`src/rtl/stage_led_driver.sv`:
```
// Stage-coloured RGB LED driver with a PWM fade-in and a change-strobed data snapshot.
// Optional macro STAGE_LED_FADE_EN enables the gradual duty ramp; otherwise FADE jumps to BRIGHT.
module stage_led_driver #(
    parameter int PWM_BITS = 8,
    parameter int BRIGHT   = 32
) (
    input  logic        clk,
    input  logic        rst,
    input  logic [2:0]  stage_in,
    input  logic [15:0] data_in,
    output logic [2:0]  led_rgb,
    output logic [15:0] data_out,
    output logic        change_pulse
);

    localparam logic [PWM_BITS-1:0] W_BRIGHT = PWM_BITS'(BRIGHT);
    localparam logic [PWM_BITS-1:0] W_CNT_MAX = '1;

    typedef enum logic [1:0] {
        S_OFF,
        S_FADE,
        S_STEADY
    } state_t;

    logic [2:0]          r_stage_s1;
    logic [2:0]          r_stage_s2;
    logic [15:0]         r_data_s1;
    logic [15:0]         r_data_s2;
    logic [15:0]         r_data_out;
    logic                r_pulse;
    logic [2:0]          r_stage;
    logic [2:0]          r_colour;
    logic [PWM_BITS-1:0] r_cnt;
    logic [PWM_BITS-1:0] r_duty;
    logic [1:0]          r_vld;
    state_t              r_state;

    logic                w_stage_chg;
    logic                w_data_chg;
    logic                w_wrap;
    logic [2:0]          w_colour;

    assign w_stage_chg = (r_stage_s2 != r_stage);
    assign w_data_chg  = (r_data_s2 != r_data_out);
    assign w_wrap      = (r_cnt == W_CNT_MAX);

    always_comb begin
        w_colour = 3'b000;
        unique case (r_stage_s2)
            3'd0:    w_colour = 3'b001;
            3'd1:    w_colour = 3'b010;
            3'd2:    w_colour = 3'b011;
            3'd3:    w_colour = 3'b100;
            3'd4:    w_colour = 3'b101;
            3'd5:    w_colour = 3'b110;
            3'd6:    w_colour = 3'b111;
            default: w_colour = 3'b000;
        endcase
    end

    always_ff @(posedge clk) begin
        if (rst) begin
            r_stage_s1 <= '0;
            r_stage_s2 <= '0;
            r_data_s1  <= '0;
            r_data_s2  <= '0;
            r_data_out <= '0;
            r_pulse    <= 1'b0;
            r_cnt      <= '0;
            r_vld      <= '0;
        end else begin
            r_stage_s1 <= stage_in;
            r_stage_s2 <= r_stage_s1;
            r_data_s1  <= data_in;
            r_data_s2  <= r_data_s1;
            r_pulse    <= w_data_chg;
            if (w_data_chg) begin
                r_data_out <= r_data_s2;
            end
            r_cnt <= r_cnt + 1'b1;
            r_vld <= {r_vld[0], 1'b1};
        end
    end

    // OFF keeps tracking the stage so stage 0 still gets its colour on exit.
    always_ff @(posedge clk) begin
        if (rst) begin
            r_stage  <= '0;
            r_colour <= 3'b000;
            r_duty   <= '0;
            r_state  <= S_OFF;
        end else begin
            unique case (r_state)
                S_OFF: begin
                    r_duty   <= '0;
                    r_stage  <= r_stage_s2;
                    r_colour <= w_colour;
                    if (r_vld[1]) begin
                        r_state <= S_FADE;
                    end
                end
                S_FADE: begin
                    if (w_stage_chg) begin
                        r_stage  <= r_stage_s2;
                        r_colour <= w_colour;
                        r_duty   <= '0;
                    end else begin
`ifdef STAGE_LED_FADE_EN
                        if (r_duty == W_BRIGHT) begin
                            r_state <= S_STEADY;
                        end else if (w_wrap) begin
                            r_duty <= r_duty + 1'b1;
                        end
`else
                        r_duty  <= W_BRIGHT;
                        r_state <= S_STEADY;
`endif
                    end
                end
                S_STEADY: begin
                    if (w_stage_chg) begin
                        r_stage  <= r_stage_s2;
                        r_colour <= w_colour;
                        r_duty   <= '0;
                        r_state  <= S_FADE;
                    end else begin
                        r_duty <= W_BRIGHT;
                    end
                end
                default: begin
                    r_duty  <= '0;
                    r_state <= S_OFF;
                end
            endcase
        end
    end

    always_comb begin
        led_rgb = 3'b000;
        if (r_state != S_OFF && r_cnt < r_duty) begin
            led_rgb = r_colour;
        end
    end

    assign data_out     = r_data_out;
    assign change_pulse = r_pulse;

endmodule
```
`config.mk`:
```
export PLATFORM = sky130hd
export DESIGN_NAME = stage_led_driver
export DESIGN_NICKNAME = d
export VERILOG_FILES = /design/src/rtl/stage_led_driver.sv
export SDC_FILE = /design/constraint.sdc
export NUM_CORES = 1
export LEC_CHECK = 0
export BUFFER_PORTS_ARGS = -buffer_cell sky130_fd_sc_hd__buf_4
export CAP_MARGIN = 20
export CORE_MARGIN = 5
export CORE_UTILIZATION = 47
export DETAILED_ROUTE_END_ITERATION = 10
export HOLD_SLACK_MARGIN = 0.15
export PLACE_DENSITY_LB_ADDON = 0.05
export SLEW_MARGIN = 20
export SYNTH_ARGS = -nofsm -noshare
export SYNTH_HDL_FRONTEND = slang
export SYNTH_SLANG_ARGS = --single-unit
```
`constraint.sdc`:
```
create_clock -name clk -period 1.8 [get_ports clk]
set_clock_uncertainty 0.1 [all_clocks]
set_input_delay 0.18 -clock clk [delete_from_list [all_inputs] [get_ports clk]]
set_output_delay 0.18 -clock clk [all_outputs]
set_load 0.1 [all_outputs]
```
=== After elaboration in Yosys (flattened, before gate mapping) ===
Cells that the tools add are included.

* $add $sub $neg: 1
* Order comparisons: 1
* Eq/ne operators: 14
* Mux-type cells: 12
* Bitwise logic cells: 1
* Reduce and logical (&&, ||, !) cells: 9

{| class="wikitable"
|+ Operators with widths
! operator !! number
|-
| $pmux W3 S7 || 1
|-
| $ne A16 B16 Y1 || 1
|-
| $pmux W3 S2 || 2
|-
| $eq A3 B3 Y1 const B || 3
|-
| $mux W3 || 3
|-
| $add A8 B1 Y8 const B || 1
|-
| $lt A8 B8 Y1 || 1
|-
| $eq A3 B2 Y1 const B || 2
|-
| $mux W2 || 3
|-
| $mux W6 || 1
|-
| $ne A2 B2 Y1 const B || 3
|-
| $pmux W2 S3 || 1
|-
| $reduce_bool A2 Y1 || 2
|-
| $reduce_or A2 Y1 || 2
|-
| $eq A3 B1 Y1 const B || 1
|-
| $logic_not A3 Y1 || 1
|-
| $ne A3 B3 Y1 || 1
|-
| $reduce_and A3 Y1 || 1
|-
| $eq A2 B1 Y1 const B || 1
|-
| $eq A2 B2 Y1 const B || 1
|-
| $logic_not A2 Y1 || 1
|-
| $ne A2 B1 Y1 const B || 1
|-
| $reduce_and A2 Y1 || 1
|-
| $logic_and A1 B1 Y1 || 1
|-
| 2 further kinds || 2
|}

* Register bits: 81
* Input bits: 21

=== Logic depth before layout (Yosys ltp) ===
Gate-level depths: netlist (run 1).

* Depth after elaboration: 4
* Mapped depth: 6
* Mapped depth without buffers: 6

=== Worst setup path after synthesis (run 1) ===
OpenSTA, ideal clock, no wires.

* Path kind: register -> output
* From: register r_state[0]
* To: output port led_rgb[0]
* Data arrival time: 1.781 ns
* Required time: 1.520 ns
* Path slack: -0.261 ns
* Cell stages (with the launch flop): 5
* Buffers on the path: 0
* Cells stage by stage: dfxtp_1 inv_1 ha_1 nor4_1 and2_1

* Cells in the longest elaborated chain, start to end: 3

{| class="wikitable"
|+ RTL lines
! item !! line !! source
|-
| start, declared || 36 || <nowiki>state_t r_state;</nowiki>
|-
| start signal, assigned || 91 || <nowiki>r_state <= S_OFF;</nowiki>
|-
| start signal, assigned || 99 || <nowiki>r_state <= S_FADE;</nowiki>
|-
| start signal, assigned || 116 || <nowiki>r_state <= S_STEADY;</nowiki>
|-
| $reduce_bool A2 Y1 || 140 || <nowiki>if (r_state != S_OFF && r_cnt < r_duty) begin</nowiki>
|-
| $logic_and A1 B1 Y1 || 140 ||
|-
| $mux W3 || 140 ||
|-
| end, declared || 11 || <nowiki>output logic [2:0] led_rgb,</nowiki>
|}

Every way passes these cells.

=== Worst setup path in the final report (run 1) ===
* From: register r_state[0]
* To: output port led_rgb[2]

Same word-level chain as after synthesis.

==> reports/metrics.cfg, run 1 <==
[grt]
busiest_layer = met2
grt_max_degree = 36
grt_util_met1_pct = 16.1
met3_usage_pct = 3.95
grt_pass1_vias = 1648
track_usage_pct = 13.2
grt_pass1_wl_um = 7310
grt_util_met2_pct = 20.3
grt_overflow = 0
antenna_found_initial = 0

[synth]
yosys.area.top_type_share_pct = 57.7
synth_cells = 232
ys_seq_area_share_pct = 57.7
ys_ff_latch = 74
yosysWarnings = 0
synthFlopType = dfxtp_1
synth_cell_types = 26
synth_fa_ha_area_share_pct = 5.36
synth.area.top_cells = dfxtp_1, nor2b_1, xor2_1
muxShareOfSynthArea_pct = 1.95
synthesis.area_sq_mm = 0.00257
synth_xor_area_share_pct = 8.53
synth_largest_area_cell = dfxtp_1
synth_compound_area_share_pct = 3.41
async_flop_share_pct = 0
synth_top_family_by_area = simple AND/OR/NAND/NOR gates
synth_simple_gate_area_share_pct = 21.0
syn_nets = 264
syn_avg_cell_area_sq_um = 11.1
synth_edf_count = 0

[place]
dp_slack_ns = 0.0401
place.gp.congestion = 0.755
port_buffers = 40
post-dp-hpwl_um = 2720
post_dp_cell_area_sq_mm = 0.00300

[cts]
clkSinkCount = 74
clk_root_buffer_cell = clkbuf_8
cts_tree = yes
cts-root-to-sink-buffers = 2
clkTransAtPathRegs_ns = 0.08
cts_buffers = 9
htreeDepth = 3
clk_latency_ns = 0.34

[setup_path]
critPathBufInv = 2
critPathLaunch = r_state[0]
path_class = flop to primary output
cp.required_ns = 1.52
crit_chain = inv_1 -> ha_4 -> nor4_4 -> and2_4 -> buf_12
start_kind = flop
end_kind = primary output
timing.rr.start = r_state[0]
crit_path_max_fanout = 4
crit_arrival_ns = 1.48
critPathTopFamily = simple AND/OR/NAND/NOR gates
max_stage_delay_ns = 0.33
crit_slowest_cell = dfxtp_2

[layout]
fillers = 435
final_common_cell = dfxtp_1
n_antenna_cell = 0
multi_input_area_sq_mm = 0.00107
mostFrequentLayoutCells = dfxtp_1, nor2b_1, buf_4
stdcell_area_sq_mm = 0.00357
register_area_sq_mm = 0.00149
area_growth_pct = 39.1
drive_gt1_share_pct = 26.0
nets = 339

[sta]
fin_crit_ns = 1.76
hold_ws_ns = 0.335
drv_slew = 0
min_period_over_period_pct = 97.7
rsz0062_at_grt = true
setup_viol = 0
max_freq_ghz = 0.569
hold_viol_final = 0
relSlewSlack_pct = 67.5
worst_pin_slew_ns = 0.483
layout_setup_ws_ns = 0.0422

[floorplan]
core_area_sq_mm = 0.00541
fp-row-count = 27
die_h_um = 83.9
boundaryPins = 41
die_x_um = 83.9
initial_core_util_pct = 47.5
die_area_sq_mm = 0.00704

[detailed_routing]
drc_errors = 0
ant_nets = 0
dr.pass1.iters = 3
wl_um = 4230
vias = 1674
post_drt_wl_per_cell_um = 11.0
drt_iter0_markers = 44
viasPerCell = 4.36

[run_status]
outcome = finished, final reports clean

[power_and_ir_drop]
p_leak_nw = 1.60
p_total_mw = 4.22
powerDensity_mw_per_mm2 = 1180
ir_drop_mv = 0.593

[min_path]
hold_path.class = flop to flop
min_from = r_stage_s1[2]

[run]
cap_violations = 0

-- routing by layer --
layer  part of all wire [%]  wire length, um
met4                    2.5              107
met5                      0                0
met3                    4.8              204
met1                     49             2060
met2                     44             1860
-- state kept, by name (all words and copies together), names as in the netlist, 3 cells and up --
signal,cells
r_stage_s1,3
r_stage_s2,3
data_out,16
r_cnt,8
r_colour,3
r_stage,3
r_data_s2,16
r_data_s1,16
-- cell type report --
cell class | instances | area share, %
Tap cell | 72 | 2.52
Timing Repair Buffer | 72 | 18.0
Inverter | 6 | 0.631
Clock inverter | 6 | 3.19
Multi-Input combinational cell | 144 | 30.1
Sequential cell | 74 | 41.7
Clock buffer | 10 | 3.86
-- final timing paths --
kind | endpoint | depth (start not counted) | slack (ns)
setup / recovery | led_rgb[2] | 5 | 0.04
hold / removal | r_stage_s2[2] | 1 | 0.34
setup reg to reg | r_state[0] | 6 | 0.08
hold reg to reg | r_stage_s2[2] | 1 | 0.34
-- through the flow --
step	cells	TNS (ns)	utilization [%]
6_report	384	0	66.0
3_5_place_dp	344	0	55.6
2_1_floorplan	232	0	-
5_1_grt	384	-0.0937	66.0
3_3_place_gp	344	0	55.6
4_1_cts	382	0	65.7
-- kinds of logic after synthesis --
| kind of cell | Yosys count |
|---|---|
| simple gates | 92 |
| flops | 74 |
| xor+xnor | 25 |
| buf+inv | 14 |
| compound gates | 11 |
| fa+ha+maj | 11 |
| mux | 5 |
-- report_power, final --
group          switching [mW]  leakage [nW]  internal, mW
logic                   0.424         0.876         0.430
registers              0.0545         0.611          1.75
clock network           0.603         0.119         0.960
-- synth_stat cells, types with 2 or more instances --
cell type / number
ha_1: 11
and2_1: 3
mux2i_1: 5
xor2_1: 20
o21a_1: 2
nand3_1: 5
and3_1: 2
inv_1: 6
xnor2_1: 5
dfxtp_1: 74
nor2b_1: 57
nor3b_1: 2
nor4_1: 5
clkbuf_1: 8
a21oi_1: 2
nor2_1: 15
-- timing repair --
item                                   4_1_cts  5_1_grt
endpoints found under the hold margin       33        0
pin swaps                                    2        1
buffers inserted                             1        2
hold buffers                                21        0
gates resized for setup                     20        3
setup endpoints to repair                    3        6
Note: power is estimated with default switching activity, not from simulation.
==> inputs of run 2 (changes only) <==
Settings changed: CAP_MARGIN 20 to 25, PLACE_DENSITY set to 0.71, PLACE_DENSITY_LB_ADDON 0.05 to not set.
==> run 2 against run 1 <==
Against the previous run:
- setup slack worse by 0.059 ns
- global-route usage is 0.88 points higher
- sequential power hardly changed
- combinational power is 2% higher
- critical endpoint unchanged
- total power is 4.0% lower
- the run now ends with setup timing left
- clock power is 12% lower
- largest cell class unchanged
==> reports/metrics.cfg, run 2 (same netlist as run 1, synthesis figures left out) <==
[run_status]
outcome = finished with violations
violations = setup timing

[power_and_ir_drop]
switching_share_pct = 26.5
ir_drop_mv = 0.645
power.switching_mw = 1.08
powerDensity_mw_per_mm2 = 1120
p_int_mw = 2.98
p_seq_share_pct = 44.6
pwr-share-comb_pct = 21.5
p_clk_share_pct = 33.9
p_leak_nw = 1.64

[layout]
fillers = 459
final_common_cell = dfxtp_1
nets = 346
n_antenna_cell = 0
area_growth_pct = 41.6
mostFrequentLayoutCells = dfxtp_1, nor2b_1, buf_4
layout.cells.non_filler = 391
drive_gt1_share_pct = 25.1

[cts]
clk_latency_ns = 0.34
clk_root_buffer_cell = clkbuf_8
clkSinkCount = 74
htreeDepth = 3
cts-root-to-sink-buffers = 2
clkTransAtPathRegs_ns = 0.07
cts_tree = yes
cts_buffers = 9

[setup_path]
crit_arrival_ns = 1.54
r2r-end = r_state[0]
max_stage_delay_ns = 0.33
start_kind = flop
cp.required_ns = 1.52
rr_worst_depth = 6
path_class = flop to primary output
end_kind = primary output
timing.rr.start = r_state[0]
crit_chain = nand2b_4 -> nor4_4 -> buf_4 -> and2_4 -> buf_12
reg2reg_setup_slack_ns = 0.08
crit_path_max_fanout = 3
crit_slowest_cell = dfxtp_2

[grt]
grt_pass1_vias = 1710
antenna_found_initial = 0
grt_overflow = 0
grt_pass1_wl_um = 7750
grt_max_degree = 42
track_usage_pct = 14.0

[floorplan]
fp-row-count = 27
die_area_sq_mm = 0.00704
boundaryPins = 41
die_x_um = 83.9
initial_core_util_pct = 47.5
core_area_sq_mm = 0.00541
die_h_um = 83.9

[sta]
relSlewSlack_pct = 71.4
min_period_over_period_pct = 101
fin_crit_ns = 1.82
rsz0062_at_grt = true
max_freq_ghz = 0.550
setup_tns_ns = -0.0431
hold_viol_final = 0
layout_setup_ws_ns = -0.0167
drv_slew = 0
setup_viol = 3
worst_pin_slew_ns = 0.425

[detailed_routing]
wl_um = 4600
vias = 1734
ant_nets = 0
post_drt_wl_per_cell_um = 11.8
drt_iter0_markers = 56
dr.pass1.iters = 4
viasPerCell = 4.43
drc_errors = 0

[place]
dp_cells = 343
place.gp.congestion = 0.721
post-dp-hpwl_um = 2850
port_buffers = 40

[run]
cap_violations = 0

[min_path]
worstHoldEndpoint = r_cnt[0]
hold_path.class = flop to flop
min_from = r_cnt[0]
min_path_cells = 1

run 2: critical path: cells and delay by family, from the launching register on:
| family | cells | cell delay, ns |
|---|---|---|
| flops | 1 | 0.33 |
| buf+inv | 2 | 0.32 |
| simple gates | 3 | 0.54 |
run 2: repair_timing:
action,CTS,global route
endpoints found under the setup margin,3,5
endpoints found under the hold margin,35,0
hold buffers,30,0
setup buffers,0,2
resized for setup,17,9
gates cloned,0,0
pin swaps,4,0
run 2: how the worst max path moves through the flow:
stage	slack [ns]	end	startpoint	depth (start not counted)
final	-0.02	led_rgb[2]	r_cnt[5]	5
after global routing	-0.09	led_rgb[2]	r_cnt[5]	5
after CTS	-0.04	led_rgb[1]	r_cnt[5]	5
after detailed placement	0.03	r_state[0]	r_state[0]	6
after global placement	0.08	led_rgb[1]	r_state[0]	6
after floorplan	0.02	led_rgb[0]	r_state[0]	4
run 2: area by class of cell:
| class | instances | area (sq um) | area share (%) |
|---|---|---|---|
| clock buffers | 10 | 128 | 3.51 |
| clock inverters | 6 | 90.1 | 2.48 |
| inverters | 6 | 22.5 | 0.620 |
| multi-input cells | 144 | 1100 | 30.2 |
| flip-flops and latches | 74 | 1490 | 41.0 |
| well taps | 72 | 90.1 | 2.48 |
| repair buffers | 79 | 718 | 19.8 |
run 2: metal layers:
layer  vias to the layer above  part of all wire, %  GRT usage [%]  wire length (um)
li1                        910                    -              -                 -
met1                       783                   44           16.1              2010
met2                        32                   49           23.0              2280
met3                         9                  4.5           4.15               208
met4                         0                  2.2           8.33               101
met5                         -                    0              0                 0
run 2: power groups by stage:
stage	sequential (mW)	clock (mW)	combinational, mW
after floorplan	1.91	0	0.417
after global placement	1.83	0	0.714
after detailed placement	1.83	0	0.730
after CTS	1.80	1.42	0.804
after global routing	1.82	1.49	0.946
final	1.81	1.38	0.871
run 2: per-stage QoR:
stage,instance area [sq um],hold slack [ns],power (mW),worst slack (ns),util (%)
after floorplan,2570,0.208,2.33,0.0199,-
after global placement,3000,0.290,2.54,0.0800,55.4
after detailed placement,3000,0.297,2.56,0.0307,55.4
after CTS,3570,0.340,4.02,-0.0447,66.1
after global routing,3630,0.354,4.26,-0.0873,67.2
final,3630,0.337,4.05,-0.0167,67.2
==> inputs of run 3 (changes only) <==
Settings changed: SETUP_SLACK_MARGIN set to 0.15.
==> run 3 against run 2 <==
Against the previous run:
- the run still ends with setup timing left
- global-route usage shrank 0.57 points
- flip-flop and latch count is the same
- hold slack lost 0.0020 ns
- critical path depth is the same
- via count shrank 1.1%
- sequential power is essentially flat
- non-clock buffer count shrank 7
- critical path type unchanged
==> reports/metrics.cfg, run 3 (same netlist as run 1, synthesis figures left out) <==
[run]
cap_violations = 0

[floorplan]
die_x_um = 83.9
initial_core_util_pct = 47.5
core_area_sq_mm = 0.00541
boundaryPins = 41
die_area_sq_mm = 0.00704
die_h_um = 83.9
fp-row-count = 27

[place]
dp_cells = 341
post-dp-hpwl_um = 2750
port_buffers = 40
place.gp.congestion = 0.734
dp_slack_ns = 0.0500

[setup_path]
reg2reg_setup_slack_ns = 0.13
end_kind = primary output
start_kind = flop
crit_slowest_cell = dfxtp_2
crit_arrival_ns = 1.52
max_stage_delay_ns = 0.33
critPathTopFamily = simple AND/OR/NAND/NOR gates
cp.required_ns = 1.52
rr_worst_depth = 6
path_class = flop to primary output
crit_path_max_fanout = 3
crit_chain = nand2b_4 -> nor4_4 -> buf_4 -> and2_4 -> buf_12
cp.depth = 5
critPathBufInv = 2

[detailed_routing]
wl_met1_um = 1890
viasPerCell = 4.47
dr.pass1.iters = 4
drc_errors = 0
wl_met3_um = 219
vias = 1715
wl_met2_um = 2070
post_drt_wl_per_cell_um = 11.1
top_layer = met4
wl_um = 4260
ant_nets = 0
drt_iter0_markers = 41

[sta]
fin_crit_ns = 1.80
hold_viol_final = 0
rsz0062_at_grt = true
layout_setup_ws_ns = -0.00402
min_period_over_period_pct = 100
worst_pin_slew_ns = 0.407
max_freq_ghz = 0.554
setup_viol = 3
relSlewSlack_pct = 72.6
drv_slew = 0

[layout]
area_growth_pct = 39.7
layout.cells.non_filler = 384
nets = 339
final_common_cell = dfxtp_1
drive_gt1_share_pct = 32.1
final_core_util_pct = 66.3
n_antenna_cell = 0
fillers = 418
mostFrequentLayoutCells = dfxtp_1, nor2b_1, buf_4

[grt]
antenna_found_initial = 0
grt_overflow = 0
grt_max_degree = 38
track_usage_pct = 13.5
grt_pass1_vias = 1661
grt_pass1_wl_um = 7420

[power_and_ir_drop]
powerDensity_mw_per_mm2 = 1100
p_leak_nw = 1.60
p_total_mw = 3.94
ir_drop_mv = 0.772

[cts]
clkSinkCount = 74
cts_buffers = 9
cts_tree = yes
clk_latency_ns = 0.34
clk_root_buffer_cell = clkbuf_8
clkTransAtPathRegs_ns = 0.07
htreeDepth = 3
cts-root-to-sink-buffers = 2

[run_status]
violations = setup timing
outcome = finished with violations

[min_path]
hold_path.class = flop to flop
min_path_cells = 1

[run 3: worst paths after layout]
check                                    from             to
worst max-delay path                 r_cnt[5]     led_rgb[1]
worst min-delay path            r_data_s1[14]  r_data_s2[14]
worst max register to register     r_state[0]     r_state[0]
worst min register to register  r_data_s1[14]  r_data_s2[14]
[run 3: through the flow]
step           setup TNS, ns  hold WS (ns)  instance area, sq um
2_1_floorplan              0         0.208                  2610
3_3_place_gp               0         0.291                  3020
3_5_place_dp               0         0.294                  3020
4_1_cts               -0.102         0.336                  3570
5_1_grt               -0.248         0.357                  3590
6_report             -0.0110         0.335                  3590
[run 3: layout make-up]
class,count,area [sq um],area share (%)
flip-flops and latches,74,1510,42.1
multi-input cells,144,1110,31.0
repair buffers,72,646,18.0
clock buffers,10,138,3.84
well taps,72,90.1,2.51
clock inverters,6,66.3,1.85
inverters,6,25.0,0.698
[run 3: power breakdown]
group          switching (mW)  leakage [nW]  internal, mW  total, mW
Clock                   0.580        0.0945         0.676       1.26
Sequential             0.0669         0.617          1.75       1.82
Combinational           0.423         0.893         0.440      0.863
[run 3: timing repair]
item,in CTS,in global routing
pin swaps,5,1
setup buffers,4,1
endpoints found under the hold margin,30,0
endpoints found under the setup margin,5,5
resized for setup,24,3
hold buffers,22,0
[run 3: per-layer routing]
| metal | vias to the layer above | GRT usage [%] |
|---|---|---|
| met5 | - | 0 |
| li1 | 897 | - |
| met1 | 775 | 15.5 |
| met2 | 33 | 21.5 |
| met4 | 0 | 7.46 |
| met3 | 10 | 5.13 |
